--- config.mk ---
export PLATFORM = sky130hd
export DESIGN_NAME = trig_histogrammer
export DESIGN_NICKNAME = d
export VERILOG_FILES = /design/src/rtl/trig_hist_pkg.sv /design/src/rtl/trig_histogrammer_sat_counter.sv /design/src/rtl/trig_histogrammer.sv
export SDC_FILE = /design/constraint.sdc
export NUM_CORES = 2
export LEC_CHECK = 0
export CORE_AREA = 4 4 425 427
export CTS_BUF_LIST = sky130_fd_sc_hd__clkbuf_4
export CTS_CLUSTER_SIZE = 40
export DETAILED_ROUTE_END_ITERATION = 7
export DIE_AREA = 0 0 429 431
export PLACE_DENSITY = 0.58
export SLEW_MARGIN = 20
export SYNTH_ARGS = -nofsm -noshare
export SYNTH_HDL_FRONTEND = slang
export SYNTH_SLANG_ARGS = --single-unit
export TNS_END_PERCENT = 30
--- constraint.sdc ---
create_clock -name clk -period 4.5 [get_ports clk]
set_clock_uncertainty 0.15 [all_clocks]
set_input_delay 1.35 -clock clk [delete_from_list [all_inputs] [get_ports clk]]
set_output_delay 1.35 -clock clk [all_outputs]
set_load 0.01 [all_outputs]
--- src/rtl/trig_hist_pkg.sv ---
// Shared sizing and types for the trigger-pattern histogrammer.
package trig_hist_pkg;
  localparam int PW      = 5;
  localparam int NBINS   = 1 << PW;
  localparam int CW      = 32;
  localparam int PMT_BIT = 4;

  typedef logic [NBINS-1:0][CW-1:0] hist_t;
  typedef logic [1:0][CW-1:0]       tot_t;

  typedef enum logic {V_IDLE, V_WINDOW} veto_st_e;
endpackage

--- src/rtl/trig_histogrammer_sat_counter.sv ---
// Saturating counter with synchronous clear; clear and increment together give 1.
module sat_counter #(
  parameter int W = 32
) (
  input  logic         clk,
  input  logic         rst_n,
  input  logic         clr,
  input  logic         inc,
  output logic [W-1:0] q
);
  logic [W-1:0] q_q, q_d;

  always_comb begin
    q_d = q_q;
    if (clr)                q_d = inc ? W'(1) : '0;
    else if (inc && ~&q_q)  q_d = q_q + W'(1);
  end

  always_ff @(posedge clk or negedge rst_n)
    if (!rst_n) q_q <= '0;
    else        q_q <= q_d;

  assign q = q_q;
endmodule

--- src/rtl/trig_histogrammer.sv ---
// Counts qualified trigger patterns into per-pattern bins with a PMT-last veto window.
module trig_histogrammer #(
  parameter int PW      = trig_hist_pkg::PW,
  parameter int NBINS   = trig_hist_pkg::NBINS,
  parameter int CW      = trig_hist_pkg::CW,
  parameter int PMT_BIT = trig_hist_pkg::PMT_BIT
) (
  input  logic                       clk,
  input  logic                       rst_n,
  input  logic                       hit_valid,
  input  logic [PW-1:0]              hit_pattern,
  input  logic [2:0]                 vetopmtlast,
  input  logic                       resethist,
  output logic [NBINS-1:0][CW-1:0]   h,
  output logic [1:0][CW-1:0]         h_out,
  output logic                       veto_active
);
  import trig_hist_pkg::veto_st_e;
  import trig_hist_pkg::V_IDLE;
  import trig_hist_pkg::V_WINDOW;

  logic          s1_valid_q, s1_valid_d;
  logic [PW-1:0] s1_pat_q, s1_pat_d;
  logic [2:0]    vcnt_q, vcnt_d;
  veto_st_e      st_q, st_d;
  logic          accepted, vetoed;
  logic [NBINS-1:0] bin_inc;

  always_comb begin
    s1_valid_d = hit_valid;
    s1_pat_d   = hit_pattern;
    accepted   = s1_valid_q && (vcnt_q == 3'd0);
    vetoed     = s1_valid_q && (vcnt_q != 3'd0);
    vcnt_d     = vcnt_q;
    // A load needs vcnt==0, so it can never collide with a decrement.
    if (vcnt_q != 3'd0)
      vcnt_d = vcnt_q - 3'd1;
    else if (accepted && s1_pat_q[PMT_BIT] && (vetopmtlast != 3'd0))
      vcnt_d = vetopmtlast;
    st_d = st_q;
    case (st_q)
      V_IDLE:   if (vcnt_d != 3'd0) st_d = V_WINDOW;
      V_WINDOW: if (vcnt_d == 3'd0) st_d = V_IDLE;
      default:  st_d = V_IDLE;
    endcase
  end

  always_ff @(posedge clk or negedge rst_n)
    if (!rst_n) begin
      s1_valid_q <= 1'b0;
      s1_pat_q   <= '0;
      vcnt_q     <= '0;
      st_q       <= V_IDLE;
    end else begin
      s1_valid_q <= s1_valid_d;
      s1_pat_q   <= s1_pat_d;
      vcnt_q     <= vcnt_d;
      st_q       <= st_d;
    end

  assign veto_active = (st_q == V_WINDOW);

  for (genvar g = 0; g < NBINS; g++) begin : g_bin
    assign bin_inc[g] = accepted && (s1_pat_q == PW'(g));
    sat_counter #(.W(CW)) u_cnt (
      .clk(clk), .rst_n(rst_n), .clr(resethist), .inc(bin_inc[g]), .q(h[g])
    );
  end

  sat_counter #(.W(CW)) u_acc (
    .clk(clk), .rst_n(rst_n), .clr(resethist), .inc(accepted), .q(h_out[0])
  );
  sat_counter #(.W(CW)) u_vet (
    .clk(clk), .rst_n(rst_n), .clr(resethist), .inc(vetoed), .q(h_out[1])
  );
endmodule

==> results.txt <==
- Result of the run: complete, no violations
- GP Congestion: 0.943
- In the finished design, the share of the clock period the worst path needs comes to 91.2%.
- Across all setup checks in the final design, the least slack found is 0.395 ns.
* Post-detailed-route wirelength per cell: 22.7 um
- Counting flops with an async set or reset pin after synthesis yields a share of 100%.
- Drc violations: 0
- IR analysis of the VDD net gives a maximum drop of 242 uV.
- Gate count of the mapped netlist: 6258
- Subtracting the final worst setup slack from the clock period gives 4.10 ns.
- Total nets after synthesis: 6306
- Sequential elements use 47.9% of the synthesized area.
- At the pin with the least slew margin, the transition time is 1.30 ns.
- For this run, the total global-route usage over all layers was measured as 24.0%.
- Overall power consumption after layout is estimated at 20500 uW.
- Of the cells placed in the final design, the portion with a size suffix greater than 1 is 8.59%.
* Mean cell area of the mapped netlist: 9.17 sq um
- H-tree level count: 5
- The clock passes through at most 4 buffers.
- Area of the core region: 0.176 sq mm
- Area share of xor/xnor cells in the synthesized design: 12.8%
- Simple-gate portion of the synthesized area: 30.1%
- Number of input and output port buffers inserted: 1100
* Number of global-route vias before repair: 52120
* Delay of the slowest critical-path stage: 0.87 ns
* Number of top-level pins: 1101
* Area fraction of the dominant cell type after synthesis: 47.9%
- STA classifies the critical path endpoint as an output pin.
* Clock Root Buffer: sky130_fd_sc_hd__clkbuf_4
* Critical Path AT: 2.60 ns
- The floorplan has 154 rows.
* Die ar.: 0.185 sq mm
* Drt via density: 5.34
* Adder-cell share of the synthesized area: 0.785%
- Crit path max-delay family: buffers and inverters
- Wire length of the first global-routing pass: 343000 um
* Post-CTS sizing: 0
* Effective utilization at floorplan: 32.6%
- In this run the cell area of the synthesized design comes to 0.0574 sq mm.
* Largest family of logic cells by synthesized area: simple AND/OR/NAND/NOR gates
- By area the synthesized netlist is led by sky130_fd_sc_hd__dfrtp_1, sky130_fd_sc_hd__xor2_1, sky130_fd_sc_hd__nor2_1.
- Max-cap violations: 0
- After synthesis, the share of cell area in mux cells is 0.493%.
- Power Dens Cells: 271 mW/mm^2
* Worst path bufs/invs: 1
* Setup total negative slack: 0 ns
- Entering global routing, the biggest net connects 217 pins.
- Startpoint kind of the worst setup timing path: flip-flop
- For the worst setup path, the data required time is 3.00 ns.
- Total of endpoints with negative setup slack in the final report: 0
- The most used flip-flop cell after synthesis is sky130_fd_sc_hd__dfrtp_1.
- The synthesized design contains 0 enable-type register cells.
- At the placement stage, the worst setup path has a slack of 0.420 ns.
- Clock input transition at the sequential cells of the worst setup and hold paths: 0.07 ns
- Slew Limit Headroom: 13.1%
- The area growth from synthesis to layout is 31.5%.
- Synthesized-area fraction occupied by ao, oa, aoi and oai cells: 5.61%
* Post-synth top area cell: sky130_fd_sc_hd__dfrtp_1
* First-pass iteration count of the detailed router: 7
- Aggregate global routing overflow: 0
* Maximum operating frequency: 0.244 GHz
* Worst-skew pair later-pin latency: 1.35 ns
* Critical path class: reg2out
* Post-detailed-placement half-perimeter wirelength: 171000 um
- Setup repair after global routing left no endpoint under its margin.
* Height of the die: 431 um
- Initial antenna violation count: 15
- In this run, CTS created clock tree buffers numbering 334.
* Worst hold margin: 0.260 ns
- After the flow finishes, the layout carries non-filler instances totaling 10108.
- Detailed routing inserted a total of 53984 vias.
- Maximum fanout along the worst path: 6
* Cell count after placement: 9544
- Synthesis Warnings: 0
- Number of nets in the layout: 7589
- The number of pins with negative max-slew slack in the final report was 0.
- The largest individual stage delay along the critical path comes from the cell sky130_fd_sc_hd__clkdlybuf4s50_1.
- Leakage: 0.0293 uW
- CTS tree: built
* Die W: 429 um
- The tree built by TritonCTS fans out to 1098 sinks.
- Traced cell by cell, the critical path runs through clkdlybuf4s50_1.
- Count of unique library cells instantiated by Yosys: 82
- The detail route stage leaves a number of antenna-violating nets equal to 0.
- Number of synthesized register bits: 1098
- Violation count after the first detailed-routing iteration: 3974
- The final count of hold timing violations is 0.
- The library cells used most frequently in the layout, excluding fill and tap cells, are sky130_fd_sc_hd__dfrtp_1, sky130_fd_sc_hd__clkdlybuf4s50_1, sky130_fd_sc_hd__nor2_1, sky130_fd_sc_hd__xor2_1, sky130_fd_sc_hd__clkbuf_4.
- Class of the tightest hold or removal check: in2reg
* Total Wirelength: 230000 um
worst paths after layout:
kind / start / to / slack [ns] / cells past startpoint
setup / recovery: g_bin[18].u_cnt.q[2] / h[578] / 0.40 / 1
hold / removal: resethist / g_bin[19].u_cnt.q[14] / 0.26 / 2
setup reg to reg: vcnt_q[0] / g_bin[24].u_cnt.q[25] / 0.47 / 8
hold reg to reg: vcnt_q[0] / vcnt_q[0] / 0.36 / 1
max in group asynchronous: rst_n / s1_pat_q[2] / 2.57 / 4
min in group asynchronous: rst_n / g_bin[13].u_cnt.q[31] / 0.44 / 2
synthesized netlist by cell type, drive strengths merged (19+ instances only):
library cell	n
and2	59
or3	168
nand2	439
mux2i	26
dfrtp	1098
inv	106
and4	123
xnor2	353
and3	174
ha	36
a211oi	24
a31oi	30
a21oi	177
or2	26
nor4b	19
nand4	416
nor3	241
nand3	442
nor4	117
o21ai	172
nor2	1039
nor3b	20
or4	32
o211ai	36
clkbuf	214
xor2	489
buf	24
timing repair:
action | CTS | global route
endpoints found under the hold margin | 49 | 0
hold buffers | 1 | 0
setup buffers | 0 | 0
sequential cells by signal, summed over array words and instances (netlist names):
name	cells
u_acc.q	32
u_vet.q	32
s1_valid_q	1
vcnt_q	3
g_bin.u_cnt.q	1024
s1_pat_q	5
veto_active	1
logic make-up after synthesis:
kind of cell             after synthesis
multiplexers                          28
buffers and inverters                344
XOR/XNOR                             842
adder cells (fa/ha/maj)               36
flip-flops                          1098
AND/OR/NAND/NOR                     3380
AO/OA/AOI/OAI                        530
per-layer routing:
| layer | track usage, % | routed length (um) | vias up |
|---|---|---|---|
| met5 | 0 | 7 | - |
| met4 | 14.2 | 15100 | 2 |
| met3 | 6.89 | 16300 | 492 |
| met2 | 37.3 | 105000 | 1810 |
| met1 | 29.7 | 93300 | 26700 |
| li1 | - | - | 24980 |
cell type report:
class,instances,area [sq um]
Sequential cell,1098,27500
Inverter,106,400
Clock inverter,73,404
Antenna cell,13,32.5
Timing Repair Buffer,1185,11900
Tap cell,2340,2930
Multi-Input combinational cell,4816,28700
Clock buffer,477,3580
Fill cell,17418,101000
power breakdown:
group          leakage, uW  switching (uW)  internal (uW)
registers           0.0153            70.0           9910
logic               0.0116             660            206
clock network      0.00240            4550           5060
per-stage QoR:
step	instance area, sq um	utilization (%)
6_report	75500	42.9
3_3_place_gp	71400	40.6
5_1_grt	75500	42.8
2_1_floorplan	57400	-
3_5_place_dp	71400	40.6
4_1_cts	75400	42.8
(Power assumes the default switching activity.)
